--- config.mk ---
export PLATFORM = sky130hd
export DESIGN_NAME = seg7_scan_n
export DESIGN_NICKNAME = d
export VERILOG_FILES = /design/src/rtl/seg7_pkg.sv /design/src/rtl/seg7_scan_n_tick_gen.sv /design/src/rtl/seg7_scan_n.sv
export SDC_FILE = /design/constraint.sdc
export NUM_CORES = 1
export LEC_CHECK = 0
export CORE_ASPECT_RATIO = 1.5
export CORE_UTILIZATION = 59
export CTS_CLUSTER_SIZE = 24
export DETAILED_ROUTE_END_ITERATION = 6
export GPL_ROUTABILITY_DRIVEN = 1
export GPL_TIMING_DRIVEN = 0
export PLACE_DENSITY = 0.84
export SETUP_SLACK_MARGIN = 0.02
export SLEW_MARGIN = 10
export SYNTH_ARGS = -nofsm -noshare
export SYNTH_HDL_FRONTEND = slang
export SYNTH_SLANG_ARGS = --single-unit
export TNS_END_PERCENT = 20
--- constraint.sdc ---
create_clock -name clk -period 5.4 [get_ports clk]
set_input_delay 1.08 -clock clk [delete_from_list [all_inputs] [get_ports clk]]
set_output_delay 1.08 -clock clk [all_outputs]
set_load 0.01 [all_outputs]
--- src/rtl/seg7_pkg.sv ---
// seg7_pkg: shared constants and helpers for the multiplexed 7-segment path.
//   SEG_A..SEG_G, SEG_DP : bit positions inside the 8-bit cathode word
//   SEG_OFF              : active-low "everything dark" cathode pattern
//   SEG_BLANK            : active-low pattern with all seven segments dark
//   hex_to_seg()         : nibble -> active-low segments {g,f,e,d,c,b,a}
//   clog2()              : ceiling log2 for sizing counters
package seg7_pkg;

  localparam int SEG_A  = 0;
  localparam int SEG_B  = 1;
  localparam int SEG_C  = 2;
  localparam int SEG_D  = 3;
  localparam int SEG_E  = 4;
  localparam int SEG_F  = 5;
  localparam int SEG_G  = 6;
  localparam int SEG_DP = 7;

  localparam logic [7:0] SEG_OFF   = 8'hFF;
  localparam logic [6:0] SEG_BLANK = 7'h7F;

  // Active-low segment pattern; bit SEG_A is segment a.
  function automatic logic [6:0] hex_to_seg(input logic [3:0] v);
    logic [6:0] s;
    case (v)
      4'h0:    s = 7'h40;
      4'h1:    s = 7'h79;
      4'h2:    s = 7'h24;
      4'h3:    s = 7'h30;
      4'h4:    s = 7'h19;
      4'h5:    s = 7'h12;
      4'h6:    s = 7'h02;
      4'h7:    s = 7'h78;
      4'h8:    s = 7'h00;
      4'h9:    s = 7'h10;
      4'hA:    s = 7'h08;
      4'hB:    s = 7'h03;
      4'hC:    s = 7'h46;
      4'hD:    s = 7'h21;
      4'hE:    s = 7'h06;
      default: s = 7'h0E;
    endcase
    return s;
  endfunction

  // Smallest r with 2**r >= v (0 for v <= 1).
  function automatic int clog2(input int v);
    int r;
    r = 0;
    for (int i = 0; i < 31; i++) begin
      if ((1 << i) < v) r = i + 1;
    end
    return r;
  endfunction

endpackage

--- src/rtl/seg7_scan_n_tick_gen.sv ---
// tick_gen: free-running divider producing a one-cycle enable pulse.
//   clk  : board clock
//   rst  : synchronous, active-high; count returns to 0
//   tick : high for one cycle when count == DIV-1, then count wraps to 0
// Everything downstream stays on clk and uses tick as an enable, so there
// is no derived clock anywhere in the display path.
module tick_gen
  import seg7_pkg::*;
#(
  parameter int DIV = 40000
) (
  input  logic clk,
  input  logic rst,
  output logic tick
);

  localparam int CNT_W = clog2(DIV);
  localparam logic [CNT_W-1:0] LAST = CNT_W'(DIV - 1);

  logic [CNT_W-1:0] count;

  always_ff @(posedge clk) begin
    if (rst) begin
      count <= '0;
    end else if (count == LAST) begin
      count <= '0;
    end else begin
      count <= count + 1'b1;
    end
  end

  assign tick = (count == LAST);

endmodule

--- src/rtl/seg7_scan_n.sv ---
// seg7_scan_n: DIGITS-digit multiplexed hex display driver.
//   clk, rst    : board clock, synchronous active-high reset
//   wr_en       : one-cycle strobe; captures wr_data/dp_in into the pending
//                 buffer. There is no back-pressure: a write is always
//                 accepted, and a second write before the frame boundary
//                 replaces the first.
//   wr_data     : DIGITS hex nibbles, digit 0 in bits [3:0]
//   dp_in       : decimal point per digit, 1 = lit
//   lz_blank    : level, 1 = blank leading zero digits (never digit 0)
//   pending     : a buffered write is waiting for the next frame boundary
//   frame_start : high during the cycle in which idx wraps to 0
//   an          : anode enables, active-low, one-hot-low
//   cat         : cathodes, active-low, [6:0] = a..g, [7] = dp
// The displayed value only changes at a frame boundary so a digit never
// shows a mix of old and new data within one scan.
module seg7_scan_n
  import seg7_pkg::*;
#(
  parameter int DIGITS  = 4,
  parameter int CLK_DIV = 40000
) (
  input  logic                  clk,
  input  logic                  rst,
  input  logic                  wr_en,
  input  logic [4*DIGITS-1:0]   wr_data,
  input  logic [DIGITS-1:0]     dp_in,
  input  logic                  lz_blank,
  output logic                  pending,
  output logic                  frame_start,
  output logic [DIGITS-1:0]     an,
  output logic [7:0]            cat
);

  localparam int DATA_W = 4 * DIGITS;
  localparam int IDX_W  = (clog2(DIGITS) < 1) ? 1 : clog2(DIGITS);
  localparam logic [IDX_W-1:0] IDX_LAST = IDX_W'(DIGITS - 1);

  logic              tick;
  logic              boundary;
  logic [IDX_W-1:0]  idx;

  logic [DATA_W-1:0] pend_data;
  logic [DIGITS-1:0] pend_dp;
  logic [DATA_W-1:0] disp_data;
  logic [DIGITS-1:0] disp_dp;

  logic [DATA_W-1:0] upper;
  logic              blank;
  logic              dp_bit;
  logic [DIGITS-1:0] an_next;
  logic [7:0]        cat_next;

  tick_gen #(
    .DIV (CLK_DIV)
  ) u_tick (
    .clk  (clk),
    .rst  (rst),
    .tick (tick)
  );

  // With DIGITS=1 IDX_LAST is 0, so every tick is a boundary.
  assign boundary    = tick && (idx == IDX_LAST);
  assign frame_start = boundary;

  always_ff @(posedge clk) begin
    if (rst) begin
      idx <= '0;
    end else if (tick) begin
      if (idx == IDX_LAST) idx <= '0;
      else                 idx <= idx + 1'b1;
    end
  end

  // Double buffer. A write landing on the boundary cycle goes into
  // pend_* while the display takes the previous pending content; the
  // later assignment to pending keeps the new write flagged.
  always_ff @(posedge clk) begin
    if (rst) begin
      pend_data <= '0;
      pend_dp   <= '0;
      disp_data <= '0;
      disp_dp   <= '0;
      pending   <= 1'b0;
    end else begin
      if (boundary) begin
        if (pending) begin
          disp_data <= pend_data;
          disp_dp   <= pend_dp;
        end
        pending <= 1'b0;
      end
      if (wr_en) begin
        pend_data <= wr_data;
        pend_dp   <= dp_in;
        pending   <= 1'b1;
      end
    end
  end

  // Shifting the current digit down to bit 0 gives both its nibble and,
  // in the remaining bits, every more-significant digit for blanking.
  always_comb begin
    upper    = disp_data >> {idx, 2'b00};
    dp_bit   = disp_dp[idx];
    blank    = lz_blank && (idx != '0) && (upper == '0);
    an_next  = ~(DIGITS'(1) << idx);
    cat_next = SEG_OFF;
    cat_next[SEG_DP] = ~dp_bit;
    cat_next[SEG_G:SEG_A] = blank ? SEG_BLANK : hex_to_seg(upper[3:0]);
  end

  always_ff @(posedge clk) begin
    if (rst) begin
      an  <= '1;
      cat <= SEG_OFF;
    end else begin
      an  <= an_next;
      cat <= cat_next;
    end
  end

endmodule

==> results of run 1 <==
layout make-up:
type	instances	area, sq um	share of cell area
Multi-Input combinational cell	216	1520	0.4101
Sequential cell	71	1421	0.3834
Timing Repair Buffer	35	350.3	0.09450
Clock buffer	10	127.6	0.03442
Clock inverter	6	85.08	0.02295
Buffer	16	82.58	0.02227
Tap cell	66	82.58	0.02227
Inverter	10	37.54	0.01012
synth_stat cells (all sizes together) (2+ instances only):
cell type	instances
dfxtp	71
nor2	69
mux2i	48
nand2	17
ha	10
xnor2	10
inv	9
buf	8
clkbuf	8
nand2b	7
o211ai	6
xor2	6
nand3	5
nor4	5
a21oi	4
o21ai	4
mux4	3
nand4	3
nor3	3
a211oi	2
and3	2
nor4b	2
or3	2
report_power, final:
part	switching (W)	leakage, nW	internal [W]	total (W)
Combinational	0.0000261	0.944	0.0000340	0.0000601
Sequential	0.00000815	0.580	0.000538	0.000546
Clock	0.000197	0.102	0.000258	0.000456
Total	0.000232	1.63	0.000830	0.00106
cells by family (layout without fill, tap and decap cells):
kind of cell / after synthesis / count (layout) / synth area share
buffers and inverters: 26 / 77 / 0.03923
multiplexers: 52 / 52 / 0.1827
flip-flops: 71 / 71 / 0.4642
AO/OA/AOI/OAI: 21 / 21 / 0.04781
AND/OR/NAND/NOR: 117 / 117 / 0.1794
adder cells (fa/ha/maj): 10 / 10 / 0.04087
XOR/XNOR: 16 / 16 / 0.04577
metrics by stage:
| stage | area, sq um | hold WS, ns | power (W) |
|---|---|---|---|
| 4_1_cts | 3707 | 0.4731 | 0.001069 |
| 3_5_place_dp | 3495 | 0.4551 | 0.0006185 |
| 2_1_floorplan | 3062 | 0.4296 | 0.0005868 |
| 6_report | 3707 | 0.4742 | 0.001061 |
| 3_3_place_gp | 3495 | 0.4463 | 0.0006161 |
| 5_1_grt | 3707 | 0.4958 | 0.001095 |
state kept, by name (all words and copies together), names as in the netlist:
| signal | count |
|---|---|
| pend_dp | 4 |
| an | 4 |
| disp_dp | 4 |
| disp_data | 16 |
| cat | 8 |
| idx | 2 |
| u_tick.count | 16 |
| pend_data | 16 |
| pending | 1 |
worst max path at each step:
stage | startpoint | endpoint | cells past startpoint
floorplan | u_tick.count[7] | frame_start | 3
global placement | u_tick.count[7] | frame_start | 4
detailed placement | u_tick.count[7] | frame_start | 4
CTS | u_tick.count[7] | frame_start | 4
global route | u_tick.count[0] | frame_start | 5
finish | u_tick.count[7] | frame_start | 4
per-layer routing:
layer	wire length, microns	up-vias	GRT usage
li1	-	1150	-
met5	0	-	0
met3	166	16	0.04029
met2	3092	57	0.4185
met1	2477	1088	0.2716
met4	213	0	0.1439
==> out/summary.txt, run 1 <==
total wire length - 5.949 mm
diodes inserted - 0
Critical Path, Cell by Cell - or4b_4, nor4_4, and3_2, clkdlybuf4s50_1
Worst Path Required - 4.32 ns
most frequent cells in the layout - dfxtp_1 (71), nor2_1 (69), mux2i_1 (48)
clk sinks - 71
root buf cell - clkbuf_8
syn nets - 347
drt first pass iters - 4
die height - 90.23 microns
setup_tns - 0 ns
Hold Vio Cnt, Final - 0
clock slew at reported path FFs - 0.07 ns
max-slew violations - 0
gr usage total - 0.2451
CP top delay family - simple AND/OR/NAND/NOR gates
row count - 31
Post-DRT Antenna Nets - 0
Leakage - 1.626 nW
dpl hpwl - 4.266 mm
area grow syn2layout - 21.09%
Nets - 393
worst-case reg-to-reg path depth - 9
hold-critical path depth - 1
Initial Util - 0.6215
share of the synthesized area in the top cell type - 0.4642
pre-CTS WS - 2.420 ns
maximum vdd drop - 0.2195 mV
setup repair bufs after CTS - 0
slowest stage delay, CP - 0.54 ns
sequential share of the synthesized area - 0.4642
critical path startpoint category - register
CP max FO - 6
cts bufs inserted - 9
GPL Wtd Cong - 0.8681
Yosys top cell by area - dfxtp_1
hold_buf cts - 0
TritonCTS clock tree - done
status - finished clean
Cells after DPL - 414
GR Overflow Total - 0
Netlist cell types - 41
fin crit share - 0.6195
Hold Path End - u_tick.count[0]
PortBufs - 35
ys async rst share - 0
RSZ-0062 raised after global routing - no
Synth Instances - 313
crit path capture type - output pin
slack of the critical path - 2.055 ns
Clock Latency Late Sink - 0.35 ns
Post-route DRC - 0
Total Die Area - 5487 sq um
Core Util, Final - 0.7526
Hold WC Path Type - reg2reg
DR vias/cell - 5.374
number of synthesized flops with an enable pin - 0
kind of critical path - reg2out
initial antenna violation count - 0
Worst-Margin Slew - 0.7377 ns
worst reg-to-reg setup slack - 2.84 ns
Seq cells post-synth - 71
mean routed wirelength per cell - 13.83 microns
global-route wire length before repair - 10.07 mm
Filler Cell Count - 374
most common cell after layout, fill and taps aside - dfxtp_1
P per Cell Area - 286.3 nW/um^2
setup violators final - 0
top cells by area, synth - dfxtp_1 (46%), mux2i_1 (16%), nor2_1 (8.5%)
largest net degree at the start of global routing - 13
die width - 60.82 microns
FF-to-FF Start - idx[0]
# IOs - 38
critical path arrival - 2.27 ns
syn_area_per_cell - 9.782 sq um
H-tree Lvls - 3
Crit-path slowest cell - or4b_4
Yosys Warn Count - 0
share of post-route cells with drive strength above 1 - 0.08791
fin cells - 430
vias - 2311
maximum clock rate - 299.0 MHz
crit path time final - 3.345 ns
Max-slew headroom - 0.5082
Bufs and invs on worst path - 1
Reg-to-Reg End - cat[1]
clock skew - 0.005696 ns
maxcap violations - 0
number of global-route vias before repair - 2321
core area - 4926 sq um
Resize count post-CTS - 0
Top FF cell, synth - dfxtp_1
initial DRC count - 117
HP Start - u_tick.count[0]
Synth Cell Area - 3062 sq um
Max Root-Sink Buffers - 2
(Power assumes the default switching activity.)
==> run 2, diff against run 1 <==
--- a/config.mk
+++ b/config.mk
@@ -6,12 +6,12 @@
 export NUM_CORES = 1
 export LEC_CHECK = 0
 export CORE_ASPECT_RATIO = 1.5
-export CORE_UTILIZATION = 59
+export CORE_UTILIZATION = 49
 export CTS_CLUSTER_SIZE = 24
 export DETAILED_ROUTE_END_ITERATION = 6
 export GPL_ROUTABILITY_DRIVEN = 1
 export GPL_TIMING_DRIVEN = 0
-export PLACE_DENSITY = 0.84
+export PLACE_DENSITY = 0.75
 export SETUP_SLACK_MARGIN = 0.02
 export SLEW_MARGIN = 10
 export SYNTH_ARGS = -nofsm -noshare
==> constraint.sdc (replaced) <==
create_clock -name clk -period 3 [get_ports clk]
set_input_delay 0.6 -clock clk [delete_from_list [all_inputs] [get_ports clk]]
set_output_delay 0.6 -clock clk [all_outputs]
set_load 0.01 [all_outputs]
==> run 2 against run 1 <==
- clock power rose by 98%
- die area increased by 20%
- sequential cell count unchanged
- global-route usage is 3.9 points lower
- first-iteration DRC count increased by 27%
- core utilization decreased by 12 points
==> out/summary.txt, run 2 (synthesis gave the netlist of run 1 again) <==
status - finished clean
maximum vdd drop - 0.4150 mV
GPL Wtd Cong - 0.8194
vias - 2273
Initial Util - 0.5178
Critical Path, Cell by Cell - or4b_4, nor4_4, and3_2, clkdlybuf4s50_1
fin cells - 436
Cells after DPL - 420
Max-slew headroom - 0.5105
Hold Vio Cnt, Final - 0
max-slew violations - 0
hold_buf cts - 0
kind of critical path - reg2out
root buf cell - clkbuf_8
Hold Path End - u_tick.count[0]
Clock Latency Late Sink - 0.35 ns
critical path arrival - 2.27 ns
Filler Cell Count - 503
crit path capture type - output pin
area grow syn2layout - 22.19%
initial DRC count - 149
Crit-path slowest cell - or4b_4
setup violators final - 0
clock skew - 0.01040 ns
dpl hpwl - 4.227 mm
Worst-Margin Slew - 0.7343 ns
TritonCTS clock tree - done
row count - 34
core area - 5913 sq um
Nets - 393
maxcap violations - 0
Hold WC Path Type - reg2reg
Post-DRT Antenna Nets - 0
Core Util, Final - 0.6327
share of post-route cells with drive strength above 1 - 0.09066
mean routed wirelength per cell - 13.56 microns
number of global-route vias before repair - 2237
H-tree Lvls - 3
Total Die Area - 6575 sq um
clk sinks - 71
setup_tns - 0 ns
diodes inserted - 0
HP Start - u_tick.count[0]
Post-route DRC - 0
largest net degree at the start of global routing - 13
Max Root-Sink Buffers - 2
clock slew at reported path FFs - 0.07 ns
gr usage total - 0.2065
Leakage - 1.641 nW
drt first pass iters - 4
PortBufs - 35
CP top delay family - simple AND/OR/NAND/NOR gates
crit path time final - 2.874 ns
largest registers - disp_data (16), pend_data (16), u_tick.count (16)
critical path startpoint category - register
hold-critical path depth - 1
die width - 66.54 microns
DR vias/cell - 5.213
slowest stage delay, CP - 0.54 ns
most common cell after layout, fill and taps aside - dfxtp_1
Bufs and invs on worst path - 1
P per Cell Area - 533.0 nW/um^2
total wire length - 5.913 mm
FF-to-FF Start - idx[0]
CP max FO - 6
most frequent cells in the layout - dfxtp_1 (71), nor2_1 (69), mux2i_1 (48)
fin crit share - 0.9579
initial antenna violation count - 0
maximum clock rate - 348.0 MHz
RSZ-0062 raised after global routing - no
GR Overflow Total - 0
Reg-to-Reg End - cat[3]
die height - 98.81 microns
cts bufs inserted - 9
worst reg-to-reg setup slack - 0.40 ns
worst-case reg-to-reg path depth - 9
# IOs - 38
Worst Path Required - 2.40 ns
global-route wire length before repair - 10.11 mm
==> run 2: cell count changes in the layout (fill, tap and decap cells not counted) <==
cell        before  now
ha_1            10    9
bufinv_16        2    3
clkinvlp_4       2    0
clkinv_4         0    1
ha_2             0    1
==> run 2: layer usage <==
metal	up-vias	GRT usage	part of all wire
met5	-	0	0
met4	0	0.1031	0.023
met3	12	0.05556	0.030
met2	32	0.3403	0.51
met1	1081	0.2402	0.44
li1	1148	-	-
==> run 2: cell type report <==
cell class                 instances  area [sq um]  share of cell area
inverter                          10         37.54             0.01003
clock buffer                      10         127.6             0.03411
tap                               72         90.09             0.02408
timing repair buffer              35         350.3             0.09365
buffer                            16         82.58             0.02207
sequential                        71          1421              0.3799
multi-input combinational        216          1523              0.4070
clock inverter                     6         108.9             0.02910
==> run 2: worst max path at each step <==
stage | start | to | slack, ns | cells past startpoint
2_1_floorplan | idx[0] | cat[3] | 0.75 | 9
3_3_place_gp | idx[0] | cat[3] | 0.48 | 9
3_5_place_dp | idx[0] | cat[3] | 0.40 | 9
4_1_cts | u_tick.count[7] | frame_start | 0.1 | 4
5_1_grt | u_tick.count[0] | frame_start | 0.04 | 5
6_report | u_tick.count[7] | frame_start | 0.13 | 4
==> run 2: worst register-to-register path, cell delays in order (launching register included) <==
cell	delay, ns
dfxtp_1	0.36
buf_2	0.29
mux4_2	0.58
inv_1	0.17
ha_1	0.25
nor4b_1	0.24
nand2_1	0.09
a211oi_1	0.20
nor2_1	0.15
o311ai_0	0.15
==> run 2: stage by stage <==
| step | worst slack (ns) | instance area [sq um] | total power [W] | hold WS [ns] |
|---|---|---|---|---|
| after floorplan | 0.7472 | 3062 | 0.001056 | 0.4296 |
| after global placement | 0.4761 | 3502 | 0.001110 | 0.4459 |
| after detailed placement | 0.4014 | 3502 | 0.001113 | 0.4571 |
| after CTS | 0.09987 | 3739 | 0.002014 | 0.4740 |
| after global routing | 0.04354 | 3741 | 0.002077 | 0.5114 |
| final | 0.1263 | 3741 | 0.001994 | 0.4811 |
==> run 2: power by group <==
part           internal, W  switching (W)  total (W)  leakage [nW]
combinational    0.0000616      0.0000471   0.000109         0.942
sequential        0.000968      0.0000145   0.000982         0.580
clock             0.000551       0.000352   0.000903         0.120
total              0.00158       0.000414    0.00199          1.64
==> run 2: what timing repair did <==
item | in CTS | in global routing
resized for setup | 0 | 1
hold endpoints to repair | 0 | 0
setup buffers | 0 | 0
endpoints found under the setup margin | 0 | 1
